## config.mk

```make
export PLATFORM = sky130hd
export DESIGN_NAME = mod5_sched
export DESIGN_NICKNAME = d
export VERILOG_FILES = /design/src/rtl/mod5_sched_pkg.sv /design/src/rtl/mod5_res16.sv /design/src/rtl/mod5_sched.sv
export SDC_FILE = /design/constraint.sdc
export NUM_CORES = 1
export LEC_CHECK = 0
export CAP_MARGIN = 20
export CORE_MARGIN = 4
export CORE_UTILIZATION = 58
export CTS_CLUSTER_DIAMETER = 100
export DETAILED_ROUTE_END_ITERATION = 12
export PLACE_DENSITY = 0.95
export SYNTH_ARGS = -nofsm -noshare
export SYNTH_HDL_FRONTEND = slang
export SYNTH_SLANG_ARGS = --single-unit
```

## constraint.sdc

```tcl
create_clock -name clk -period 13.9 [get_ports clk]
set_input_delay 2.085 -clock clk [delete_from_list [all_inputs] [get_ports clk]]
set_output_delay 2.085 -clock clk [all_outputs]
set_load 0.02 [all_outputs]
```

## src/rtl/mod5_sched_pkg.sv

```systemverilog
// Shared types and constants for the mod-5 operand scheduler.
// Combinational helpers only; no latency, no backpressure.
// Holds FSM encoding, word width, modulus and modular add.
package mod5_sched_pkg;

    localparam int WORD_W = 16;
    localparam int MOD    = 5;

    typedef enum logic [1:0] {
        IDLE  = 2'd0,
        BUSY  = 2'd1,
        DRAIN = 2'd2,
        DONE  = 2'd3
    } state_t;

    // Both operands are already reduced (0..4), so one conditional subtract suffices.
    function automatic logic [2:0] add_mod5(input logic [2:0] a, input logic [2:0] b);
        logic [3:0] s;
        s = {1'b0, a} + {1'b0, b};
        if (s >= 4'(MOD)) begin
            s = s - 4'(MOD);
        end
        return s[2:0];
    endfunction

endpackage

```

## src/rtl/mod5_res16.sv

```systemverilog
// Exact residue mod 5 of a 16-bit word.
// Purely combinational, zero latency.
// No handshake; output follows input.
module mod5_res16
    import mod5_sched_pkg::*;
(
    input  logic [WORD_W-1:0] word,
    output logic [2:0]        res
);

    logic [5:0] nib_sum;
    logic [4:0] fold;

    // 16 mod 5 = 1, so every nibble carries weight 1 in the residue.
    always_comb begin
        nib_sum = {2'b00, word[3:0]}  + {2'b00, word[7:4]} +
                  {2'b00, word[11:8]} + {2'b00, word[15:12]};
        fold    = {3'b000, nib_sum[5:4]} + {1'b0, nib_sum[3:0]};
        if (fold >= 5'd15) begin
            res = 3'(fold - 5'd15);
        end else if (fold >= 5'd10) begin
            res = 3'(fold - 5'd10);
        end else if (fold >= 5'd5) begin
            res = 3'(fold - 5'd5);
        end else begin
            res = fold[2:0];
        end
    end

endmodule

```

## src/rtl/mod5_sched.sv

```systemverilog
// Two-requester round-robin scheduler computing (multi-word operand) mod 5.
// Latency: result valid 2 cycles after the last-word acceptance edge.
// Backpressure: result held in DONE until out_ready; no words accepted meanwhile.
module mod5_sched
    import mod5_sched_pkg::*;
#(
    parameter int MAX_WORDS = 8
) (
    input  logic              clk,
    input  logic              rst,
    input  logic [1:0]        in_valid,
    input  logic [WORD_W-1:0] in_word0,
    input  logic [WORD_W-1:0] in_word1,
    input  logic [1:0]        in_last,
    output logic [1:0]        in_ready,
    output logic              out_valid,
    output logic [2:0]        out_rem,
    output logic              out_id,
    output logic              out_err,
    input  logic              out_ready
);

    state_t            state;
    state_t            state_nxt;
    logic              rr_q;
    logic              gnt_q;
    logic              pick;
    logic              cur;
    logic              cur_last;
    logic [WORD_W-1:0] cur_dat;
    logic              accept;
    logic              at_max;
    logic              end_word;
    logic [7:0]        cnt;
    logic [7:0]        cnt_base;
    logic              err_q;
    logic              s1_vld;
    logic [WORD_W-1:0] s1_dat;
    logic [2:0]        s1_res;
    logic [2:0]        acc;
    logic [2:0]        acc_nxt;

    mod5_res16 u_res (
        .word (s1_dat),
        .res  (s1_res)
    );

    always_comb begin
        pick     = (in_valid == 2'b11) ? rr_q : in_valid[1];
        cur      = (state == IDLE) ? pick : gnt_q;
        cur_dat  = cur ? in_word1 : in_word0;
        cur_last = in_last[cur];
        cnt_base = (state == IDLE) ? 8'd0 : cnt;
        at_max   = (cnt_base == 8'(MAX_WORDS - 1));
        accept   = |(in_ready & in_valid);
        end_word = accept && (cur_last || at_max);
        acc_nxt  = s1_vld ? add_mod5(acc, s1_res) : acc;
    end

    always_ff @(posedge clk or posedge rst) begin
        if (rst) begin
            state <= IDLE;
        end else begin
            state <= state_nxt;
        end
    end

    always_comb begin
        state_nxt = state;
        case (state)
            IDLE:    if (accept) state_nxt = end_word ? DRAIN : BUSY;
            BUSY:    if (end_word) state_nxt = DRAIN;
            DRAIN:   state_nxt = DONE;
            DONE:    if (out_ready) state_nxt = IDLE;
            default: state_nxt = IDLE;
        endcase
    end

    // rst gates in_ready so nothing is offered while reset is held.
    always_comb begin
        in_ready  = 2'b00;
        out_valid = 1'b0;
        case (state)
            IDLE:    if (!rst && (|in_valid)) in_ready[pick] = 1'b1;
            BUSY:    in_ready[gnt_q] = 1'b1;
            DONE:    out_valid = 1'b1;
            default: ;
        endcase
    end

    always_ff @(posedge clk or posedge rst) begin
        if (rst) begin
            rr_q    <= 1'b0;
            gnt_q   <= 1'b0;
            cnt     <= 8'd0;
            err_q   <= 1'b0;
            s1_vld  <= 1'b0;
            s1_dat  <= '0;
            acc     <= 3'd0;
            out_rem <= 3'd0;
            out_id  <= 1'b0;
            out_err <= 1'b0;
        end else begin
            s1_vld <= accept;
            if (accept) begin
                s1_dat <= cur_dat;
                cnt    <= cnt_base + 8'd1;
                err_q  <= at_max && !cur_last;
            end
            if (accept && state == IDLE) begin
                gnt_q <= cur;
                acc   <= 3'd0;
            end else begin
                acc   <= acc_nxt;
            end
            if (state == DRAIN) begin
                out_rem <= acc_nxt;
                out_id  <= gnt_q;
                out_err <= err_q;
            end
            if (state == DONE && out_ready) begin
                rr_q <= ~out_id;
            end
        end
    end

endmodule

```

Word level (Yosys, flattened, before mapping)
Cells that the tools add are included.
- bits of input ports: 39
- register bits after elaboration: 38
- logic and storage cells: 78
- $lt $le $gt $ge: 9
- add/sub/neg operators: 10
- equality and inequality tests: 8
- reductions and logical operators: 14
- muxes and demuxes: 24
- bitwise gates (word level): 2
- operators with widths (kind ; number):
    3-bit two-way mux ; 6
    16-bit two-way mux ; 1
    6-bit by 4-bit adder with 6-bit output ; 2
    5-bit by 4-bit greater-or-equal comparator with 1-bit output (second input constant) ; 2
    2-bit two-way mux ; 5
    3-bit subtractor (second input constant) ; 3
    8-bit by 1-bit adder with 8-bit output (second input constant) ; 1
    8-bit by 3-bit equality test with 1-bit output (second input constant) ; 1
    8-bit two-way mux ; 1
    2-bit case mux with 4 select lines ; 1
    1-bit logical AND ; 7
    1-bit two-way mux ; 7
    2-bit equality test (second input constant) ; 3
    1-bit by 2-bit less-than comparator with 1-bit output (second input constant) ; 3
    2-bit inequality test (second input constant) ; 3
    2-bit by 4-bit adder with 5-bit output ; 1
    4-bit by 4-bit adder with 5-bit output ; 1
    5-bit by 3-bit greater-or-equal comparator with 1-bit output (second input constant) ; 1
    3-bit by 3-bit adder with 4-bit output ; 1
    4-bit by 3-bit greater-or-equal comparator with 1-bit output (second input constant) ; 1
    2-bit case mux with 2 select lines ; 1
    2-bit OR reduction ; 2
    3-bit AND reduction ; 1
    3-bit by 2-bit subtractor with 3-bit output (second input constant) ; 1
    8 further kinds ; 11

Longest topological paths before layout
- depth after elaboration: 14
- mapped depth: 29
- gate-level depth less buffers: 29

By module
Synthesis repeated with hierarchy kept, for this count alone.
- cells, all modules: 329
- area, all modules: 3017.9 um^2
- modules (own cells, without submodules) (module ; area each (um^2) ; times used ; cells each ; sequential area each (um^2)):
    mod5_sched ; 2255.9 ; 1 ; 238 ; 950.9
    mod5_res16 ; 762.0 ; 1 ; 91 ; 0.0

Worst setup path before layout
No wires, ideal clock.
- kind: register to register
- start point: reg s1_dat[0]
- end point: reg out_rem[0]
- required time: 13.762 ns
- arrival: 6.477 ns
- slack: 7.286 ns
- clock period less this slack: 6.614 ns
- cell stages (with the launch flop): 29
- cell sequence: dfrtp_1 > ha_1 > fa_1 > xnor2_1 > fa_1 > inv_1 > ha_1 > a21o_1 > a21oi_1 > xnor2_1 > ha_1 > fa_1 > inv_1 > ha_1 > a21oi_1 > a21boi_0 > o21ai_0 > a21oi_1 > xnor2_1 > ha_1 > inv_1 > fa_1 > ha_1 > nand2b_1 > a221o_1 > a221o_1 > xnor2_1 > mux2i_1 > a21oi_1
- word-level cells in the longest chain between the ends: 12
- RTL lines (what ; line ; RTL):
    start, declared ; mod5_sched.sv:38 ; logic [WORD_W-1:0] s1_dat;
    start signal, assigned ; mod5_sched.sv:106 ; s1_dat <= cur_dat;
    4-bit by 4-bit adder with 5-bit output (*) ; mod5_res16.sv:16 ; nib_sum = {2'b00, word[3:0]} + {2'b00, word[7:4]} +
    6-bit by 4-bit adder with 6-bit output (*) ; mod5_res16.sv:16 ;
    6-bit by 4-bit adder with 6-bit output (*) ; mod5_res16.sv:17 ; {2'b00, word[11:8]} + {2'b00, word[15:12]};
    2-bit by 4-bit adder with 5-bit output (*) ; mod5_res16.sv:18 ; fold = {3'b000, nib_sum[5:4]} + {1'b0, nib_sum[3:0]};
    5-bit by 3-bit greater-or-equal comparator with 1-bit output / 3-bit subtractor (equally long branches) ; mod5_res16.sv:23, mod5_res16.sv:24 ;
    3-bit two-way mux ; mod5_res16.sv:23 ; end else if (fold >= 5'd5) begin
    3-bit two-way mux ; mod5_res16.sv:21 ; end else if (fold >= 5'd10) begin
    3-bit two-way mux (*) ; mod5_res16.sv:19 ; if (fold >= 5'd15) begin
    3-bit by 3-bit adder with 4-bit output (*) ; mod5_sched_pkg.sv:19 ; s = {1'b0, a} + {1'b0, b};
    4-bit by 3-bit greater-or-equal comparator with 1-bit output / 3-bit subtractor (equally long branches) ; mod5_sched_pkg.sv:20, mod5_sched_pkg.sv:21 ;
    3-bit two-way mux (*) ; mod5_sched_pkg.sv:20 ; if (s >= 4'(MOD)) begin
    3-bit two-way mux (*) ; mod5_sched.sv:57 ; acc_nxt = s1_vld ? add_mod5(acc, s1_res) : acc;
    end signal, assigned ; mod5_sched.sv:117 ; out_rem <= acc_nxt;
    end, declared ; mod5_sched.sv:17 ; output logic [2:0] out_rem,
Mark *: on every way between the ends. The rest lies on a longest branch, timed or not.
A chain may end at the register's enable or synchronous reset.

Final worst setup path
Same ends and word-level chain as after synthesis.

==> flow_metrics.py <==
metrics = {
    "cts": {
        "clock_latency_ns": 0.29,
        "clk_pin_slew_ns": 0.08,
        "htreeDepth": 2,
        "cts_tree": "built",
        "clkSinkCount": 38,
        "clk_path_buf_depth": 2,
        "cts_root_buf": "clkbuf_8",
        "cts_buffers": 5,
        "ctsHoldBuffers": 0,
        "post_cts_resized": 0,
        "post_cts_buffers": 0,
    },
    "sta": {
        "slew_headroom_pct": 27.5,
        "setup_tns_ns": 0,
        "rsz0062_at_grt": "no",
        "drv_slew": 0,
        "worst_slew_pin_slew_ns": 1.09,
        "fin_skew_ns": 0.00796,
        "setup_viol": 0,
        "max_freq_ghz": 0.138,
        "worst_slack_ns": 6.67,
        "final.min_clock_period_ns": 7.23,
        "min_period_over_period_pct": 52.0,
        "final-hold-violation-count": 0,
    },
    "cells_and_area": {
        "fillers": 329,
        "fin_cells": 432,
        "drive_above_1_share_pct": 5.75,
        "num-nets-final": 440,
        "ff_latch_area_um2": 951,
        "syn2layout_area_growth_pct": 20.1,
        "multi_input_area_um2": 1760,
        "fin_util_pct": 72.8,
        "n_antenna_cell": 0,
    },
    "setup_path": {
        "crit_required_ns": 14.07,
        "crit_start": "s1_dat[0]",
        "r2r-start": "s1_dat[0]",
        "cpMostUsedCell": "ha_1",
        "r2r_cells": 28,
        "r2r-end": "out_rem[0]",
        "crit_type": "reg2reg",
        "startpoint_type": "flip-flop",
        "critical_path.slowest_cell": "fa_1",
        "rrSetupSlack_ns": 6.67,
        "worstSetupEndpointType": "flip-flop",
        "cpPeakStageDelay_ns": 0.64,
        "cp_max_fo": 7,
        "cp.arrival_ns": 7.39,
    },
    "global_route": {
        "grt_max_degree": 39,
        "grt_pass1_wl_um": 10700,
        "overflow": 0,
        "grt_antenna_before_repair": 0,
        "grt_pass1_vias": 2403,
        "grtUsageTotal_pct": 21.6,
    },
    "drt": {
        "antenna_left": 0,
        "drcViolationCount": 0,
        "avgRoutedWirePerCell_um": 14.7,
        "vias": 2437,
        "first_iter_violations": 127,
        "routed_wl_um": 6350,
        "firstDrtPassIters": 4,
        "post_drt_via_cell_ratio": 5.64,
    },
    "synthesis": {
        "yosysTopAreaCell": "dfrtp_1",
        "postSynthAreaPerCell_um2": 9.07,
        "synthArstFlopShare_pct": 100,
        "yosysTopAreaCellShare_pct": 32.8,
        "syn_inst": 320,
        "yosysSeqAreaShare_pct": 32.8,
        "ys_ff_latch": 38,
        "ys_warn_count": 0,
        "syn-num-nets": 395,
        "synth_cell_types": 52,
        "ys_top_cells_by_count": "dfrtp_1, inv_1, nand2_1",
        "syn_area_um2": 2900,
        "yosysMostFrequentCell": "dfrtp_1",
        "ys.flop_type": "dfrtp_1",
        "synthTopCellsByArea": "dfrtp_1, ha_1, mux2i_1",
        "synth_edf_count": 0,
    },
    "run": {
        "cap_violations": 0,
    },
    "min_path": {
        "holdCritStartpoint": "out_id",
        "min_path_cells": 1,
        "hp-class": "reg2reg",
        "hold_end": "rr_q",
    },
    "placed_design": {
        "port_buffers": 46,
        "place_ws_ns": 6.66,
        "dp_hpwl_um": 5010,
        "dp_cells": 425,
        "gp_congestion": 0.856,
    },
    "floorplan": {
        "core-area_um2": 4790,
        "num_rows": 25,
        "initial_core_util_pct": 60.6,
        "io_pins": 47,
        "floorplan.die_area_um2": 6200,
        "dieWidth_um": 78.7,
        "die_y_um": 78.7,
    },
    "run_status": {
        "status": "finished clean",
    },
}
==> routing by layer <==
metal | vias to the layer above | part of all wire, % | GRT usage (%)
met1 | 1180 | 44 | 27.5
met2 | 49 | 50 | 36.7
met5 | - | 0 | 0
met3 | 11 | 3.8 | 4.54
met4 | 0 | 2.2 | 6.82
li1 | 1197 | - | -
==> critical path: cells and delay by family (launching register included) <==
family | cells | cell delay [ns]
AND/OR/NAND/NOR | 1 | 0.10
XOR/XNOR | 4 | 0.52
multiplexers | 1 | 0.18
AO/OA/AOI/OAI | 9 | 2.10
buffers and inverters | 3 | 0.28
adder cells (fa/ha/maj) | 10 | 3.54
flip-flops | 1 | 0.39
==> kinds of logic after synthesis <==
logic type,after synthesis,synth area share [%]
mux,25,8.84
fa+ha+maj,36,17.6
simple gates,78,12.6
compound gates,88,18.7
buf+inv,46,6.51
xor+xnor,9,2.98
flops,38,32.8
==> sequential cells by signal (all words and copies together) (netlist names) <==
register / cells
s1_vld: 1
state: 2
out_id: 1
out_err: 1
gnt_q: 1
rr_q: 1
cnt: 8
err_q: 1
out_rem: 3
s1_dat: 16
acc: 3
==> cell usage in the layout (no fill, tap or decap), drive strengths merged, types with 8 or more instances in the layout <==
master,n
inv,36
clkdlybuf4s50,46
fa,8
dfrtp,38
a21oi,18
o21ai,39
mux2i,20
nand2,30
ha,28
nor2,18
==> metrics by stage <==
stage	area, um^2	hold WS [ns]
detailed placement	3410	0.464
finish	3490	0.473
CTS	3490	0.474
global placement	3410	0.451
global route	3490	0.518
floorplan	2900	0.433
==> worst max-delay path by stage <==
stage,endpoint,slack (ns)
6_report,out_rem[0],6.67
4_1_cts,out_rem[0],6.66
3_5_place_dp,out_rem[0],6.66
2_1_floorplan,out_rem[0],7.29
3_3_place_gp,out_rem[0],7.03
5_1_grt,out_rem[0],6.19
==> final cells by class <==
cell class	instances	area share (%)
multi-input combinational	236	50.5
sequential	38	27.3
timing repair buffer	48	13.6
inverter	36	3.88
tap	67	2.40
clock buffer	5	1.97
clock inverter	2	0.287
Power is not shown: default switching activity piles up to over one toggle a cycle in this logic, so the estimate is an artifact.
